`config.mk`:
```
export PLATFORM = sky130hd
export DESIGN_NAME = m26_rx_arbiter_flat
export DESIGN_NICKNAME = d
export VERILOG_FILES = /design/src/rtl/m26_rx_pkg.sv /design/src/rtl/m26_rx_arbiter_if.sv /design/src/rtl/m26_rx_arb_buf.sv /design/src/rtl/m26_rx_arbiter.sv /design/src/flat_wrapper.sv
export SDC_FILE = /design/constraint.sdc
export NUM_CORES = 1
export LEC_CHECK = 0
export ABC_AREA = 1
export CAP_MARGIN = 20
export CORE_UTILIZATION = 35
export CTS_CLUSTER_DIAMETER = 120
export DETAILED_ROUTE_END_ITERATION = 8
export GPL_TIMING_DRIVEN = 1
export PLACE_DENSITY = 0.48
export SYNTH_ARGS = -nofsm -noshare
export SYNTH_HDL_FRONTEND = slang
export SYNTH_SLANG_ARGS = --single-unit
```
`constraint.sdc`:
```
create_clock -name CLK_RX -period 4.9 [get_ports CLK_RX]
set_input_delay 0.735 -clock CLK_RX [delete_from_list [all_inputs] [get_ports CLK_RX]]
set_output_delay 0.735 -clock CLK_RX [all_outputs]
set_load 0.005 [all_outputs]
```
`src/rtl/m26_rx_pkg.sv`:
```
// m26_rx_pkg
// Shared definitions for the Mimosa26 receive arbiter: default header byte,
// bit positions inside the 32-bit readout word, the per-channel ingest state
// and a helper that assembles one readout word.
// No ports (package).
package m26_rx_pkg;

  localparam logic [7:0] M26_HEADER_DEFAULT = 8'h20;

  // Field offsets inside the 32-bit readout word
  localparam int CH_ID_LSB  = 20;
  localparam int FS_BIT     = 16;
  localparam int RESYNC_LSB = 17;

  typedef enum logic {
    ACCEPT,
    DISCARD
  } ch_state_t;

  // {header, channel id, resync marker, frame start, data}
  function automatic logic [31:0] pack_word(input logic [7:0]  header,
                                            input logic [3:0]  ch_id,
                                            input logic        resync,
                                            input logic        fs,
                                            input logic [15:0] data);
    logic [31:0] w;
    w = '0;
    w[31:24] = header;
    w[CH_ID_LSB +: 4] = ch_id;
    w[RESYNC_LSB +: 3] = {3{resync}};
    w[FS_BIT] = fs;
    w[15:0] = data;
    return w;
  endfunction

endpackage

```
`src/rtl/m26_rx_arbiter_if.sv`:
```
// m26_rx_arbiter_if
// Bundles the channel-side and readout-side signals of the arbiter.
//   CH_ENABLE/CH_WRITE/CH_FRAME_START [NUM_CH]  per-channel ingest controls
//   CH_DATA [16*NUM_CH]                         channel i at [16*i+15:16*i]
//   FIFO_FULL                                   downstream almost-full
//   FIFO_WRITE / FIFO_DATA[31:0]                tagged output word
//   LOST [NUM_CH] / LOST_CLR                    sticky overflow flags + clear
//   LOST_CNT [8*NUM_CH]                         only with M26_RX_ARBITER_LOST_CNT_EN
// Modports: master = channel/readout side driving the arbiter,
//           slave  = the arbiter itself.
interface m26_rx_arbiter_if #(
  parameter int NUM_CH = 6
);

  logic [NUM_CH-1:0]    CH_ENABLE;
  logic [NUM_CH-1:0]    CH_WRITE;
  logic [NUM_CH-1:0]    CH_FRAME_START;
  logic [16*NUM_CH-1:0] CH_DATA;
  logic                 FIFO_FULL;
  logic                 FIFO_WRITE;
  logic [31:0]          FIFO_DATA;
  logic [NUM_CH-1:0]    LOST;
  logic                 LOST_CLR;

`ifdef M26_RX_ARBITER_LOST_CNT_EN
  logic [8*NUM_CH-1:0]  LOST_CNT;

  modport master (
    output CH_ENABLE, CH_WRITE, CH_FRAME_START, CH_DATA, FIFO_FULL, LOST_CLR,
    input  FIFO_WRITE, FIFO_DATA, LOST, LOST_CNT
  );

  modport slave (
    input  CH_ENABLE, CH_WRITE, CH_FRAME_START, CH_DATA, FIFO_FULL, LOST_CLR,
    output FIFO_WRITE, FIFO_DATA, LOST, LOST_CNT
  );
`else
  modport master (
    output CH_ENABLE, CH_WRITE, CH_FRAME_START, CH_DATA, FIFO_FULL, LOST_CLR,
    input  FIFO_WRITE, FIFO_DATA, LOST
  );

  modport slave (
    input  CH_ENABLE, CH_WRITE, CH_FRAME_START, CH_DATA, FIFO_FULL, LOST_CLR,
    output FIFO_WRITE, FIFO_DATA, LOST
  );
`endif

endinterface

```
`src/rtl/m26_rx_arb_buf.sv`:
```
// m26_rx_arb_buf
// Small per-channel elastic buffer (synchronous FIFO, show-ahead read).
//   clk, rst_n      clock, asynchronous active-low reset (empties the buffer)
//   push, din       write one word when not full
//   pop, dout       dout is the oldest word; pop removes it when not empty
//   full, empty     status, valid before this cycle's push/pop
module m26_rx_arb_buf #(
  parameter int DEPTH = 8,
  parameter int WIDTH = 17
) (
  input  logic             clk,
  input  logic             rst_n,
  input  logic             push,
  input  logic             pop,
  input  logic [WIDTH-1:0] din,
  output logic [WIDTH-1:0] dout,
  output logic             full,
  output logic             empty
);

  localparam int AW = $clog2(DEPTH);
  localparam logic [AW:0] PTR_ONE = 1;

  logic [WIDTH-1:0] mem [DEPTH];
  logic [AW:0]      wr_ptr;
  logic [AW:0]      rd_ptr;
  logic             do_push;
  logic             do_pop;

  // Pointers carry one extra wrap bit so full and empty are distinguishable
  assign empty   = (wr_ptr == rd_ptr);
  assign full    = (wr_ptr[AW] != rd_ptr[AW]) && (wr_ptr[AW-1:0] == rd_ptr[AW-1:0]);
  assign do_push = push && !full;
  assign do_pop  = pop && !empty;
  assign dout    = mem[rd_ptr[AW-1:0]];

  always_ff @(posedge clk) begin
    if (do_push) begin
      mem[wr_ptr[AW-1:0]] <= din;
    end
  end

  always_ff @(posedge clk or negedge rst_n) begin
    if (!rst_n) begin
      wr_ptr <= '0;
      rd_ptr <= '0;
    end else begin
      if (do_push) begin
        wr_ptr <= wr_ptr + PTR_ONE;
      end
      if (do_pop) begin
        rd_ptr <= rd_ptr + PTR_ONE;
      end
    end
  end

endmodule

```
`src/rtl/m26_rx_arbiter.sv`:
```
// m26_rx_arbiter
// Merges NUM_CH Mimosa26 receive streams into one tagged 32-bit word stream.
// Each channel has an elastic buffer; a round-robin scheduler drains one
// word per cycle. After a buffer overflow the rest of the frame is discarded
// until the next frame start, so the readout never sees a silently truncated
// frame.
//   CLK_RX   receive clock
//   RST_N    asynchronous active-low reset
//   bus      m26_rx_arbiter_if.slave (channel inputs, readout outputs, LOST)
// Optional build macro M26_RX_ARBITER_LOST_CNT_EN: adds LOST_CNT (8-bit
// saturating per-channel drop counters) and marks the frame-start word that
// ends a discard period with bits [19:17]=3'b111.
module m26_rx_arbiter
  import m26_rx_pkg::*;
#(
  parameter int          NUM_CH = 6,
  parameter int          DEPTH  = 8,
  parameter logic [7:0]  HEADER = M26_HEADER_DEFAULT
) (
  input logic             CLK_RX,
  input logic             RST_N,
  m26_rx_arbiter_if.slave bus
);

  localparam int CH_W = (NUM_CH > 1) ? $clog2(NUM_CH) : 1;
  localparam int SW   = CH_W + 1;
`ifdef M26_RX_ARBITER_LOST_CNT_EN
  localparam int BUF_W = 18;
`else
  localparam int BUF_W = 17;
`endif

  logic [NUM_CH-1:0] push;
  logic [NUM_CH-1:0] pop;
  logic [NUM_CH-1:0] full;
  logic [NUM_CH-1:0] empty;
  logic [BUF_W-1:0]  buf_din  [NUM_CH];
  logic [BUF_W-1:0]  buf_dout [NUM_CH];

  logic [CH_W-1:0]   rr_ptr;
  logic [CH_W-1:0]   grant_idx;
  logic              grant_valid;
  logic [SW-1:0]     cand;
  logic [BUF_W-1:0]  sel_word;
  logic              sel_resync;
  logic              fifo_write_q;
  logic [31:0]       fifo_data_q;

  for (genvar i = 0; i < NUM_CH; i++) begin : g_ch
    ch_state_t   state;
    logic        wr;
    logic        fs;
    logic [15:0] data;
    logic        ovf;
    logic        resync;
    logic        lost_q;

    assign wr   = bus.CH_WRITE[i] & bus.CH_ENABLE[i];
    assign fs   = bus.CH_FRAME_START[i];
    assign data = bus.CH_DATA[16*i +: 16];

    // Full is the pre-pop status, so a full buffer drops even if it is being
    // drained in the same cycle. DISCARD only accepts a new frame start.
    assign push[i] = wr && !full[i] && ((state == ACCEPT) || fs);
    assign ovf     = wr && full[i] && (state == ACCEPT);
    assign resync  = wr && fs && !full[i] && (state == DISCARD);

`ifdef M26_RX_ARBITER_LOST_CNT_EN
    assign buf_din[i] = {resync, fs, data};
`else
    assign buf_din[i] = {fs, data};
`endif

    m26_rx_arb_buf #(
      .DEPTH (DEPTH),
      .WIDTH (BUF_W)
    ) u_buf (
      .clk   (CLK_RX),
      .rst_n (RST_N),
      .push  (push[i]),
      .pop   (pop[i]),
      .din   (buf_din[i]),
      .dout  (buf_dout[i]),
      .full  (full[i]),
      .empty (empty[i])
    );

    assign pop[i] = grant_valid && (grant_idx == CH_W'(i));

    // Ingest state and sticky overflow flag; an overflow beats LOST_CLR
    always_ff @(posedge CLK_RX or negedge RST_N) begin
      if (!RST_N) begin
        state  <= ACCEPT;
        lost_q <= 1'b0;
      end else begin
        if (ovf) begin
          state <= DISCARD;
        end else if (resync) begin
          state <= ACCEPT;
        end
        if (ovf) begin
          lost_q <= 1'b1;
        end else if (bus.LOST_CLR) begin
          lost_q <= 1'b0;
        end
      end
    end

    assign bus.LOST[i] = lost_q;

`ifdef M26_RX_ARBITER_LOST_CNT_EN
    logic       cnt_evt;
    logic [7:0] cnt_q;

    // Counts the overflow itself and every frame start refused while full
    assign cnt_evt = wr && full[i] && ((state == ACCEPT) || fs);

    always_ff @(posedge CLK_RX or negedge RST_N) begin
      if (!RST_N) begin
        cnt_q <= 8'd0;
      end else if (cnt_evt) begin
        if (bus.LOST_CLR) begin
          cnt_q <= 8'd1;
        end else if (cnt_q != 8'hFF) begin
          cnt_q <= cnt_q + 8'd1;
        end
      end else if (bus.LOST_CLR) begin
        cnt_q <= 8'd0;
      end
    end

    assign bus.LOST_CNT[8*i +: 8] = cnt_q;
`endif
  end

  // Round-robin search starting one past the last granted channel
  always_comb begin
    grant_valid = 1'b0;
    grant_idx   = rr_ptr;
    cand        = '0;
    if (!bus.FIFO_FULL) begin
      for (int k = 1; k <= NUM_CH; k++) begin
        cand = {1'b0, rr_ptr} + SW'(k);
        if (cand >= SW'(NUM_CH)) begin
          cand = cand - SW'(NUM_CH);
        end
        if (!grant_valid && !empty[cand[CH_W-1:0]]) begin
          grant_valid = 1'b1;
          grant_idx   = cand[CH_W-1:0];
        end
      end
    end
  end

  assign sel_word = buf_dout[grant_idx];
`ifdef M26_RX_ARBITER_LOST_CNT_EN
  assign sel_resync = sel_word[17];
`else
  assign sel_resync = 1'b0;
`endif

  // Registered output word; FIFO_DATA keeps its last value when idle
  always_ff @(posedge CLK_RX or negedge RST_N) begin
    if (!RST_N) begin
      fifo_write_q <= 1'b0;
      fifo_data_q  <= '0;
      rr_ptr       <= CH_W'(NUM_CH - 1);
    end else begin
      fifo_write_q <= grant_valid;
      if (grant_valid) begin
        fifo_data_q <= pack_word(HEADER, 4'(grant_idx), sel_resync,
                                 sel_word[16], sel_word[15:0]);
        rr_ptr      <= grant_idx;
      end
    end
  end

  assign bus.FIFO_WRITE = fifo_write_q;
  assign bus.FIFO_DATA  = fifo_data_q;

endmodule

```
`src/flat_wrapper.sv`:
```
// flat-port wrapper written by rule: the top's interface ports become plain ports
module m26_rx_arbiter_flat import m26_rx_pkg::*;
#(
  parameter int          NUM_CH = 6,
  parameter int          DEPTH  = 8,
  parameter logic [7:0]  HEADER = M26_HEADER_DEFAULT
)
  (CLK_RX, RST_N, bus_CH_ENABLE, bus_CH_WRITE, bus_CH_FRAME_START, bus_CH_DATA, bus_FIFO_FULL, bus_LOST_CLR, bus_FIFO_WRITE, bus_FIFO_DATA, bus_LOST);
  m26_rx_arbiter_if #(.NUM_CH(NUM_CH)) bus_i ();
  input logic CLK_RX;
  input logic RST_N;
  input wire logic [$bits(bus_i.CH_ENABLE)-1:0] bus_CH_ENABLE;
  input wire logic [$bits(bus_i.CH_WRITE)-1:0] bus_CH_WRITE;
  input wire logic [$bits(bus_i.CH_FRAME_START)-1:0] bus_CH_FRAME_START;
  input wire logic [$bits(bus_i.CH_DATA)-1:0] bus_CH_DATA;
  input wire logic [$bits(bus_i.FIFO_FULL)-1:0] bus_FIFO_FULL;
  input wire logic [$bits(bus_i.LOST_CLR)-1:0] bus_LOST_CLR;
  output wire logic [$bits(bus_i.FIFO_WRITE)-1:0] bus_FIFO_WRITE;
  output wire logic [$bits(bus_i.FIFO_DATA)-1:0] bus_FIFO_DATA;
  output wire logic [$bits(bus_i.LOST)-1:0] bus_LOST;
  assign bus_i.CH_ENABLE = bus_CH_ENABLE;
  assign bus_i.CH_WRITE = bus_CH_WRITE;
  assign bus_i.CH_FRAME_START = bus_CH_FRAME_START;
  assign bus_i.CH_DATA = bus_CH_DATA;
  assign bus_i.FIFO_FULL = bus_FIFO_FULL;
  assign bus_i.LOST_CLR = bus_LOST_CLR;
  assign bus_FIFO_WRITE = bus_i.FIFO_WRITE;
  assign bus_FIFO_DATA = bus_i.FIFO_DATA;
  assign bus_LOST = bus_i.LOST;
  m26_rx_arbiter #(.NUM_CH(NUM_CH), .DEPTH(DEPTH), .HEADER(HEADER)) u_core (.CLK_RX(CLK_RX), .RST_N(RST_N), .bus(bus_i));
endmodule
```
==> results of run 1 <==
[layer usage]
metal	routed length, um	GRT usage	share of wire	vias to the layer above
li1	-	-	-	11772
met3	5650	0.0339	0.054	160
met5	100	0	0.00096	-
met4	2610	0.0611	0.025	16
met2	48300	0.302	0.47	613
met1	47000	0.262	0.45	12431
[synth_stat cells (2+ instances only)]
master / instances
nand3_1: 151
nor3_1: 5
nand4_1: 9
a2111oi_0: 3
nand2_2: 8
nand2_1: 687
o221ai_1: 34
nor2_4: 2
nor2_2: 7
o21ai_1: 25
o21ai_0: 392
ha_1: 21
a32o_1: 68
nand2_4: 3
edfxtp_1: 816
o22ai_1: 109
buf_4: 24
buf_1: 8
nand3_2: 7
clkinv_1: 2
nor2_1: 341
or2_2: 3
nand3_4: 2
a21oi_1: 78
xnor2_1: 5
buf_6: 3
dfstp_2: 2
xor2_1: 24
buf_2: 22
inv_2: 22
clkbuf_1: 142
dfrtp_1: 82
inv_1: 84
[cell type report]
type                    count  area share
diodes                      3    0.000171
inverters                 110     0.00949
multi-input cells        2001       0.223
well taps                1391      0.0397
clock inverters            50      0.0117
flip-flops and latches    900       0.606
clock buffers             132      0.0614
repair buffers            232      0.0483
[cell usage in the layout, fill, tap and decap left out, types with 5 or more instances in the layout]
cell / count
a21oi_1: 78
edfxtp_1: 816
o22ai_1: 109
o221ai_1: 34
clkinv_2: 22
xnor2_1: 5
nand3_2: 7
conb_1: 11
o21ai_0: 392
inv_2: 23
nor2_2: 10
dfrtp_1: 78
a32o_1: 68
bufinv_16: 9
nor2_1: 338
nand4_1: 9
nand2_2: 9
nand3_1: 151
clkinv_1: 11
o21ai_1: 25
clkbuf_16: 102
clkdlybuf4s50_1: 144
inv_1: 84
clkbuf_1: 27
xor2_1: 24
buf_4: 87
ha_1: 21
nand2_1: 686
[worst max-delay path, stage by stage (launching register included)]
cell and delay [ns]:
dfstp_2 0.72, clkinv_1 0.15, buf_4 0.21, ha_1 0.20, inv_1 0.05, nand2_1 0.07
nand3_1 0.12, nand3_1 0.08, nand2_1 0.16, inv_1 0.08, nand2_1 0.08, nand3_1 0.07
nand2_1 0.16, nor2_4 0.08, nand3_2 0.09, inv_2 0.05, a21oi_4 0.60, inv_1 0.20
buf_4 0.26, nor2_1 0.33, nand3_2 0.16, nand2_1 0.09, nand2_1 0.06
[through the flow]
step | setup WS [ns] | power [W] | util | area (um^2) | instances
floorplan | 1.86 | 0.0167 | - | 37700 | 3210
global placement | 0.758 | 0.0205 | 0.384 | 40600 | 4633
detailed placement | 0.723 | 0.0206 | 0.384 | 40700 | 4634
CTS | 0.687 | 0.0281 | 0.415 | 43900 | 4816
global route | 0.344 | 0.0295 | 0.415 | 43900 | 4818
finish | 0.686 | 0.0278 | 0.415 | 43900 | 4819
[registers in the layout, summed over array words and instances (netlist names)]
| register | flops |
|---|---|
| u_core.g_ch.u_buf.mem | 816 |
| u_core.g_ch.u_buf.rd_ptr | 24 |
| u_core.g_ch.u_buf.wr_ptr | 24 |
| u_core.bus.FIFO_DATA | 20 |
| u_core.g_ch.lost_q | 6 |
| u_core.g_ch.state | 6 |
| u_core.rr_ptr | 3 |
| u_core.bus.FIFO_WRITE | 1 |
[kinds of logic (layout without fill, tap and decap cells)]
family,count (synthesis),count (layout)
xor+xnor,29,29
fa+ha+maj,21,21
compound gates,712,712
simple gates,1228,1228
buf+inv,309,524
flops,900,900
other cells,1,14
[power breakdown]
part           leakage (nW)  internal (W)  switching, W  total [W]
Combinational          5.63       0.00308       0.00760     0.0107
Clock                  1.57       0.00434       0.00300    0.00733
Sequential             8.41       0.00925      0.000540    0.00979
Total                  15.6        0.0167        0.0111     0.0278
[path summary, 6_finish.rpt]
kind	depth (start not counted)	end	start	slack, ns
min in group CLK_RX	1	u_core.g_ch[4].lost_q$_DFFE_PN0P_	u_core.g_ch[4].state$_DFFE_PN0P_	0.48
min reg2reg	1	u_core.g_ch[4].lost_q$_DFFE_PN0P_	u_core.g_ch[4].state$_DFFE_PN0P_	0.48
max in group asynchronous	2	u_core.g_ch[0].u_buf.rd_ptr[0]$_DFFE_PN0P_	RST_N	3.72
min	1	u_core.g_ch[5].state$_DFFE_PN0P_	RST_N	0.05
max reg2reg	22	u_core.g_ch[3].u_buf.rd_ptr[0]$_DFFE_PN0P_	u_core.rr_ptr[0]$_DFFE_PN1N_	0.69
max	22	u_core.g_ch[3].u_buf.rd_ptr[0]$_DFFE_PN0P_	u_core.rr_ptr[0]$_DFFE_PN1N_	0.69
==> metrics.yaml, run 1 <==
floorplanning:
  io_pins: 157
  core_area_um2: 106000
  std_cell_rows: 119
  design.die.area_um2: 109000
  die_h_um: 330
  start_util: 0.355
  die_w_um: 330
drt:
  dr.pass1.iters: 8
  drc_errors: 0
  drt-initial-drc-count: 2053
  ant_nets: 0
  avgViaCountPerCell: 5.19
  vias: 24992
  routedWlPerCell_um: 21.5
  wl_um: 104000
global_route:
  gr-total-overflow: 0
  grt_first_pass_wirelength_um: 154000
  grt_max_degree: 73
  antenna_found_initial: 12
  track_usage: 0.190
  grt_pass1_vias: 24791
worst_setup_path:
  critPathRequiredTime_ns: 5.46
  crit_type: "reg -> reg"
  cp-start-kind: "register"
  cp_max_fo: 25
  cp.arrival_ns: 4.77
  end_kind: "register"
synth:
  synth_edf_count: 816
  synth.distinct_cells: 42
  yosysWarnings: 0
  yosysTopAreaCell: "edfxtp_1"
  syn_area_um2: 37600
  synthXorXnorAreaFrac: 0.00675
  ys_ff_latch: 900
  synthTopCellsByArea: "edfxtp_1 65%, nand2_1 6.9%, dfrtp_1 5.5%"
  ys_seq_area_frac: 0.707
  synth_top_family_by_area: "simple AND/OR/NAND/NOR gates"
  postSynthCellCount: 3200
  synthAdderAreaFrac: 0.00698
  synthMuxAreaShare: 0
  async_flop_share: 0.0933
  netlist.area_leader.share: 0.651
  synth-compound-area-share: 0.112
  synth_flop_cell: "edfxtp_1"
  postSynthAreaPerCell_um2: 11.8
  synthSimpleGateAreaFrac: 0.133
power_and_ir_drop:
  powerDensity_nw_per_um2: 633
  vdd_drop_max_v: 0.000448
  p_leak_nw: 15.6
sta:
  relSlewSlack: 0.393
  worst_pin_slew_ns: 0.909
  tns_ns: 0
  setup_viol: 0
  clock_skew_ns: 0.0384
  period_needed_ns: 4.21
  post-route-period-util: 0.860
  hold_viol: 0
  fmax_mhz: 237
  hold_ws_ns: 0.0452
  finalMaxSlewViolations: 0
  rsz0062_at_grt: "no"
cells_and_area:
  drive_above_1_share: 0.0896
  nets: 3483
  multi_input_area_um2: 9780
  seqCellArea_um2: 26600
  fill_cells: 9832
  syn2layout_area_growth_pct: 16.7
clocking:
  cts_hold_buffers: 0
  cts_root_buffer: "clkbuf_16"
  postCtsSetupBuffers: 0
  cts_tree: "yes"
  cts_buffer_depth: 3
  h-tree-depth: 3
  clk_pin_slew_ns: 0.06
  numCtsBuffers: 99
  cts_sinks: 900
  cts_resized: 0
  clk_latency_ns: 0.69
run_status:
  outcome: "complete, no violations"
placement:
  place_congestion: 0.867
  dpl.hpwl_um: 62700
  port-buffer-count: 145
hold_path:
  hp-class: "in -> async"
flow_run:
  cap_violations: 0
Note: power is estimated with default switching activity, not from simulation.
==> inputs of run 2 (changes only) <==
PLACE_DENSITY = not set   (was 0.48)
TNS_END_PERCENT = 20   (was not set)
==> run 2 against run 1 <==
Total power fell by 3.1%. Final cell count fell by 0.39%. Wire length fell by 6.2%. Critical path depth fell by 3. Highest routed layer unchanged. Utilization fell by 0.22 points. Sequential share of layout area rose by 0.32 points. Critical path type unchanged. Setup slack got worse by 0.036 ns.
==> metrics.yaml, run 2 (same netlist as run 1, synthesis figures left out) <==
global_route:
  grt_first_pass_wirelength_um: 145000  # -5.6%
  grt_pass1_vias: 23106  # -6.8%
  track_usage: 0.177  # -0.0127
  antenna_found_initial: 4  # -8
  grt_max_degree: 72  # -1.4%
  gr-total-overflow: 0  # unchanged
worst_setup_path:
  path_cells: "clkinv_1, ha_1, inv_1, xor2_1, o21ai_1, inv_1, nand2_2, nand2_4, nor2_4, nand3_1, nand2_1, nand2_1, nand2_1, nand2_2, nand2_4, o21ai_0, nor2_2, nand2_1, xor2_1"
  critPathRequiredTime_ns: 5.40  # -0.06 ns
  critPathTopFamily: "simple AND/OR/NAND/NOR gates"
  cp_max_fo: 55  # +120%
  worstRegToRegCells: 19  # -14%
  path_buf_inv: 3  # -4
  critical_path.max_stage_delay_ns: 0.70  # -0.02 ns
  crit_type: "reg -> reg"
  slowest_stage: "dfstp_2"
  r2r-end: "u_core.g_ch[2].u_buf.rd_ptr[0]$_DFFE_PN0P_"
  cp_common_cell: "nand2_1"
  rrSetupSlack_ns: 0.65  # -0.04 ns
  cp.arrival_ns: 4.75  # -0.02 ns
  cp-start-kind: "register"
  end_kind: "register"
  r2r_start: "u_core.rr_ptr[0]$_DFFE_PN1N_"
cells_and_area:
  antenna_cells: 0  # -3
  seqCellArea_um2: 26600  # about the same
  layout_common_cells: "816 x edfxtp_1, 686 x nand2_1, 392 x o21ai_0, 314 x nor2_1, 151 x nand3_1"
  drive_above_1_share: 0.0901  # +0.000421
  largest_register_ffs: 816  # unchanged
  syn2layout_area_growth_pct: 16.0
  nets: 3471  # -0.34%
  fill_cells: 9792  # -0.41%
  multi_input_area_um2: 9840  # +0.61%
  stdcell_count: 4800  # -0.39%
  layout_commonest_cell: "edfxtp_1"
sta:
  post-route-period-util: 0.867  # +0.00744
  clock_skew_ns: 0.0413  # +0.00291 ns
  period_needed_ns: 4.25  # +0.0365 ns
  hold_ws_ns: 0.179  # +0.133 ns
  fmax_mhz: 235  # -0.86%
  setup_viol: 0  # unchanged
  hold_viol: 0  # unchanged
  relSlewSlack: 0.302  # -0.0914
  finalMaxSlewViolations: 0  # unchanged
  worst_pin_slew_ns: 1.05  # +0.138 ns
  rsz0062_at_grt: "no"
  tns_ns: 0  # unchanged
power_and_ir_drop:
  power.net_switching_w: 0.0107  # -3.6%
  clockPowerShare: 0.254  # -0.010
  p_int_w: 0.0162  # -2.8%
  vdd_drop_max_v: 0.000579  # +29%
  switching_share: 0.399  # -0.00203
  pwr-share-seq: 0.366  # +0.014
  p_leak_nw: 15.4  # -1.3%
  powerDensity_nw_per_um2: 617  # -2.6%
  combPwrFrac: 0.380  # -0.004
clocking:
  clk_pin_slew_ns: 0.06  # about the same
  clk_latency_ns: 0.68  # about the same
  numCtsBuffers: 94  # -5.1%
  cts_root_buffer: "clkbuf_16"
  cts_resized: 0  # unchanged
  postCtsSetupBuffers: 0  # unchanged
  cts_hold_buffers: 0  # unchanged
  cts_sinks: 900  # unchanged
  h-tree-depth: 3  # unchanged
  cts_tree: "yes"
  cts_buffer_depth: 3  # unchanged
drt:
  dr.pass1.iters: 7  # -1
  ant_nets: 0  # unchanged
  vias: 24855  # -0.55%
  wl_um: 97300  # -6.2%
  avgViaCountPerCell: 5.18  # -0.15%
  drt-initial-drc-count: 2387  # +16%
  drc_errors: 0  # unchanged
  routedWlPerCell_um: 20.3  # -5.8%
floorplanning:
  die_h_um: 330  # unchanged
  die_w_um: 330  # unchanged
  start_util: 0.355  # unchanged
  design.die.area_um2: 109000  # unchanged
  std_cell_rows: 119  # unchanged
  io_pins: 157  # unchanged
  core_area_um2: 106000  # unchanged
placement:
  dpl.hpwl_um: 59300  # -5.4%
  place_congestion: 0.883  # +1.9%
  port-buffer-count: 145  # unchanged
  post-place-cells: 4627  # -0.15%
run_status:
  outcome: "complete, no violations"
hold_path:
  hp-class: "in -> async"
flow_run:
  cap_violations: 0  # unchanged
-- run 2: worst max path at each step --
stage	depth (start not counted)	slack, ns	end	from
2_1_floorplan	18	1.86	u_core.g_ch[2].u_buf.rd_ptr[0]$_DFFE_PN0P_	u_core.rr_ptr[0]$_DFFE_PN1N_
3_5_place_dp	19	0.79	u_core.g_ch[2].u_buf.rd_ptr[0]$_DFFE_PN0P_	u_core.rr_ptr[0]$_DFFE_PN1N_
6_report	19	0.65	u_core.g_ch[2].u_buf.rd_ptr[0]$_DFFE_PN0P_	u_core.rr_ptr[0]$_DFFE_PN1N_
4_1_cts	19	0.72	u_core.g_ch[2].u_buf.rd_ptr[0]$_DFFE_PN0P_	u_core.rr_ptr[0]$_DFFE_PN1N_
3_3_place_gp	24	0.89	u_core.g_ch[4].u_buf.rd_ptr[0]$_DFFE_PN0P_	u_core.rr_ptr[0]$_DFFE_PN1N_
5_1_grt	19	0.29	u_core.g_ch[2].u_buf.rd_ptr[0]$_DFFE_PN0P_	u_core.rr_ptr[0]$_DFFE_PN1N_
-- run 2: metal layers --
metal | share of wire | track usage
met1 | 0.45 | 0.250
met2 | 0.47 | 0.280
met3 | 0.063 | 0.0302
met4 | 0.020 | 0.0499
met5 | 0.00033 | 0
-- run 2: metrics by stage --
stage / setup WS (ns) / power (W) / util / cell area [um^2]
floorplan: 1.86 / 0.0167 / - / 37700
global placement: 0.888 / 0.0201 / 0.384 / 40600
detailed placement: 0.785 / 0.0202 / 0.384 / 40700
CTS: 0.724 / 0.0271 / 0.412 / 43700
global route: 0.291 / 0.0286 / 0.412 / 43700
finish: 0.649 / 0.0269 / 0.412 / 43700
-- run 2: final cells by class --
cell class	count	share of cell area
Tap cell	1391	0.0399
Multi-Input combinational cell	2001	0.225
Sequential cell	900	0.610
Timing Repair Buffer	225	0.0476
Inverter	110	0.00954
Clock buffer	134	0.0592
Clock inverter	39	0.00880
-- run 2: power by group through the flow --
stage               Combinational [W]  Clock, W  Sequential, W
finish                         0.0102   0.00685        0.00985
global route                   0.0114   0.00726        0.00993
CTS                            0.0103   0.00698        0.00983
detailed placement             0.0102         0        0.00998
global placement               0.0101         0        0.00998
floorplan                     0.00701         0        0.00969
==> inputs of run 3 (changes only) <==
SYNTH_HIERARCHICAL = 1   (was not set)
==> run 3 against run 2 <==
Sequential share of layout area is 1.8 points lower. Die area is 3.4% higher. Combinational power is 9% higher. Total power is 3.8% higher.
==> metrics.yaml, run 3 <==
sta:
  rsz0062_at_grt: "no"
  hold_viol: 0  # unchanged
  tns_ns: 0  # unchanged
  setup_viol: 0  # unchanged
  clock_skew_ns: 0.0291  # -0.0122 ns
  finalMaxSlewViolations: 0  # unchanged
  worst_pin_slew_ns: 1.11  # +0.0679 ns
  fmax_mhz: 242  # +3.0%
  post-route-period-util: 0.842  # -0.0252
  relSlewSlack: 0.256  # -0.0461
  period_needed_ns: 4.13  # -0.123 ns
worst_setup_path:
  r2r_start: "u_core/rr_ptr[1]$_DFFE_PN0P_"
  crit_type: "reg -> reg"
  rrSetupSlack_ns: 0.77  # +0.12 ns
  slowest_stage: "ha_1"
  critPathTopFamily: "simple AND/OR/NAND/NOR gates"
  path_cells: "inv_1, ha_1, inv_6, nand2_2, nand3_2, nand2_2, nand2_4, nand2_4, nand2_1, nand3_2, nand3_4, nor2_4, nand3_2, nand2_2, nand3_4, nand2_2, buf_4, nand2_1, nor2_1, nand2_2, nand2_1, nand2_1"
  critPathRequiredTime_ns: 5.44  # +0.04 ns
  worstRegToRegCells: 22  # +3
  critical_path.max_stage_delay_ns: 0.62  # -0.08 ns
  end_kind: "register"
  cp_max_fo: 47  # -15%
  cp_common_cell: "nand2_2"
  cp-start-kind: "register"
  cp.arrival_ns: 4.67  # -0.08 ns
  r2r-end: "u_core/g_ch[0].u_buf/rd_ptr[3]$_DFFE_PN0P_"
  path_buf_inv: 3  # unchanged
power_and_ir_drop:
  pwr-share-seq: 0.346  # -0.020
  vdd_drop_max_v: 0.000421  # -27%
  p_leak_nw: 16.4  # +6.1%
  p_int_w: 0.0166  # +2.5%
  power.net_switching_w: 0.0114  # +5.7%
  powerDensity_nw_per_um2: 621  # +0.66%
  combPwrFrac: 0.396  # +0.016
  switching_share: 0.406  # +0.00744
  fin_total_pwr_w: 0.0280  # +3.8%
  clockPowerShare: 0.258  # +0.004
cells_and_area:
  layout_common_cells: "832 x nand2_1, 816 x edfxtp_1, 457 x nor2_1, 365 x o21ai_0, 205 x o22ai_1"
  syn2layout_area_growth_pct: 15.7
  largest_register_ffs: 816  # unchanged
  layout_commonest_cell: "nand2_1"
  nets: 3762  # +8.4%
  drive_above_1_share: 0.108  # +0.0184
drt:
  drt-initial-drc-count: 2232  # -6.5%
  dr.pass1.iters: 5  # -2
  wl_um: 101000  # +4.0%
  avgViaCountPerCell: 5.00  # -3.5%
  drc_errors: 0  # unchanged
  ant_nets: 0  # unchanged
  routedWlPerCell_um: 19.5  # -3.6%
  vias: 25896  # +4.2%
synth:
  synth_edf_count: 816  # unchanged
  ys_seq_area_frac: 0.684  # -0.0234
  syn_area_um2: 38900  # +3.4%
  yosysMostFrequentCell: "nand2_1"
  yosysTopAreaCell: "edfxtp_1"
  postSynthAreaPerCell_um2: 11.2  # -4.8%
  postSynthCellCount: 3477  # +8.7%
  netlist_top_cells_count: "832 x nand2_1, 816 x edfxtp_1, 488 x nor2_1"
  ys_ff_latch: 900  # unchanged
  async_flop_share: 0.0933  # unchanged
  netlist.area_leader.share: 0.630  # -0.0215
  synth.distinct_cells: 44  # +4.8%
  synth_flop_cell: "edfxtp_1"
  yosysWarnings: 6  # +6
  synthTopCellsByArea: "edfxtp_1 63%, nand2_1 8.0%, dfrtp_1 5.3%"
placement:
  place_congestion: 0.847  # -4.1%
  dpl.hpwl_um: 61400  # +3.6%
  port-buffer-count: 145  # unchanged
hold_path:
  hp-class: "in -> async"
global_route:
  use_met2: 0.283  # +0.00290
  gr-total-overflow: 0  # unchanged
  grt_first_pass_wirelength_um: 152000  # +4.8%
  grtUsageMet1: 0.247  # -0.00305
  grt_max_degree: 72  # unchanged
  grt_pass1_vias: 24498  # +6.0%
  use_met3: 0.0325  # +0.00231
  track_usage: 0.178  # +0.00106
  busiest_layer: "met2"
  antenna_found_initial: 10  # +6
floorplanning:
  die_h_um: 335  # +1.7%
  core_area_um2: 110000  # +3.5%
  start_util: 0.355  # -0.000416
  std_cell_rows: 121  # +1.7%
  die_w_um: 335  # +1.7%
  io_pins: 157  # unchanged
  design.die.area_um2: 113000  # +3.4%
clocking:
  cts_tree: "yes"
  clk_latency_ns: 0.67  # about the same
  clk_pin_slew_ns: 0.06  # about the same
  cts_sinks: 900  # unchanged
  cts_buffer_depth: 3  # unchanged
  cts_resized: 0  # unchanged
  h-tree-depth: 3  # unchanged
  numCtsBuffers: 96  # +2.1%
  postCtsSetupBuffers: 0  # unchanged
  cts_root_buffer: "clkbuf_16"
  cts_hold_buffers: 0  # unchanged
flow_run:
  cap_violations: 0  # unchanged
run_status:
  outcome: "complete, no violations"
==> run 3: how the worst max path moves through the flow <==
stage	from	end	slack, ns	depth (start not counted)
2_1_floorplan	u_core/rr_ptr[0]$_DFFE_PN1P_	u_core/g_ch[3].u_buf/rd_ptr[0]$_DFFE_PN0P_	1.42	26
3_3_place_gp	u_core/rr_ptr[1]$_DFFE_PN0P_	u_core/g_ch[3].u_buf/rd_ptr[1]$_DFFE_PN0P_	0.93	21
6_report	u_core/rr_ptr[1]$_DFFE_PN0P_	u_core/g_ch[0].u_buf/rd_ptr[3]$_DFFE_PN0P_	0.77	22
4_1_cts	u_core/rr_ptr[1]$_DFFE_PN0P_	u_core/g_ch[3].u_buf/rd_ptr[1]$_DFFE_PN0P_	0.79	21
3_5_place_dp	u_core/rr_ptr[1]$_DFFE_PN0P_	u_core/g_ch[3].u_buf/rd_ptr[1]$_DFFE_PN0P_	0.81	21
5_1_grt	u_core/rr_ptr[1]$_DFFE_PN0P_	u_core/g_ch[3].u_buf/rd_ptr[0]$_DFFE_PN0P_	0.38	21
==> run 3: final cells by class <==
type | count | area, um^2
Fill cell | 10359 | 64600
Sequential cell | 900 | 26600
Multi-Input combinational cell | 2270 | 10700
Clock buffer | 132 | 2620
Timing Repair Buffer | 234 | 2210
Tap cell | 1476 | 1850
Clock inverter | 44 | 498
Inverter | 119 | 467
Antenna cell | 6 | 15.0
==> run 3: stage by stage <==
step / setup slack (ns) / hold slack, ns / area, um^2 / utilization / cells
after global placement: 0.933 / 0.456 / 41700 / 0.381 / 4991
final: 0.773 / 0.122 / 45000 / 0.411 / 5181
after global routing: 0.377 / 0.166 / 45000 / 0.410 / 5176
after floorplan: 1.42 / 0.439 / 38900 / - / 3487
after CTS: 0.793 / 0.137 / 44900 / 0.410 / 5169
after detailed placement: 0.808 / 0.462 / 41800 / 0.381 / 4993
==> run 3: kinds of logic (layout without fill, tap and decap cells) <==
family | count (synthesis) | count (layout) | share of synthesized area
fa+ha+maj | 23 | 23 | 0.00740
xor+xnor | 21 | 21 | 0.00492
flops | 900 | 900 | 0.684
buf+inv | 317 | 529 | 0.0434
compound gates | 664 | 664 | 0.0933
other cells | 1 | 17 | 0.0000964
simple gates | 1551 | 1551 | 0.167
==> run 3: power groups by stage <==
stage	clock, W	combinational, W	sequential (W)
5_1_grt	0.00766	0.0123	0.00975
3_3_place_gp	0	0.0109	0.00981
6_report	0.00720	0.0111	0.00967
4_1_cts	0.00737	0.0111	0.00967
3_5_place_dp	0	0.0110	0.00982
2_1_floorplan	0	0.00804	0.00959
==> run 3: per-layer routing <==
metal  vias to the layer above  share of wire  wire length [um]
met3                       147          0.065              6560
met1                     12577           0.45             45300
met5                         -        0.00066                67
met2                       723           0.46             47000
met4                        10          0.022              2270
li1                      12439              -                 -
==> run 3: worst register-to-register path: stages (launching register included) <==
cell and delay (ns):
dfrtp_1 0.49, inv_1 0.25, ha_1 0.62, inv_6 0.10, nand2_2 0.08, nand3_2 0.09, nand2_2 0.08, nand2_4 0.06
nand2_4 0.09, nand2_1 0.06, nand3_2 0.11, nand3_4 0.09, nor2_4 0.16, nand3_2 0.14, nand2_2 0.11, nand3_4 0.10
nand2_2 0.09, buf_4 0.46, nand2_1 0.15, nor2_1 0.40, nand2_2 0.14, nand2_1 0.09, nand2_1 0.05
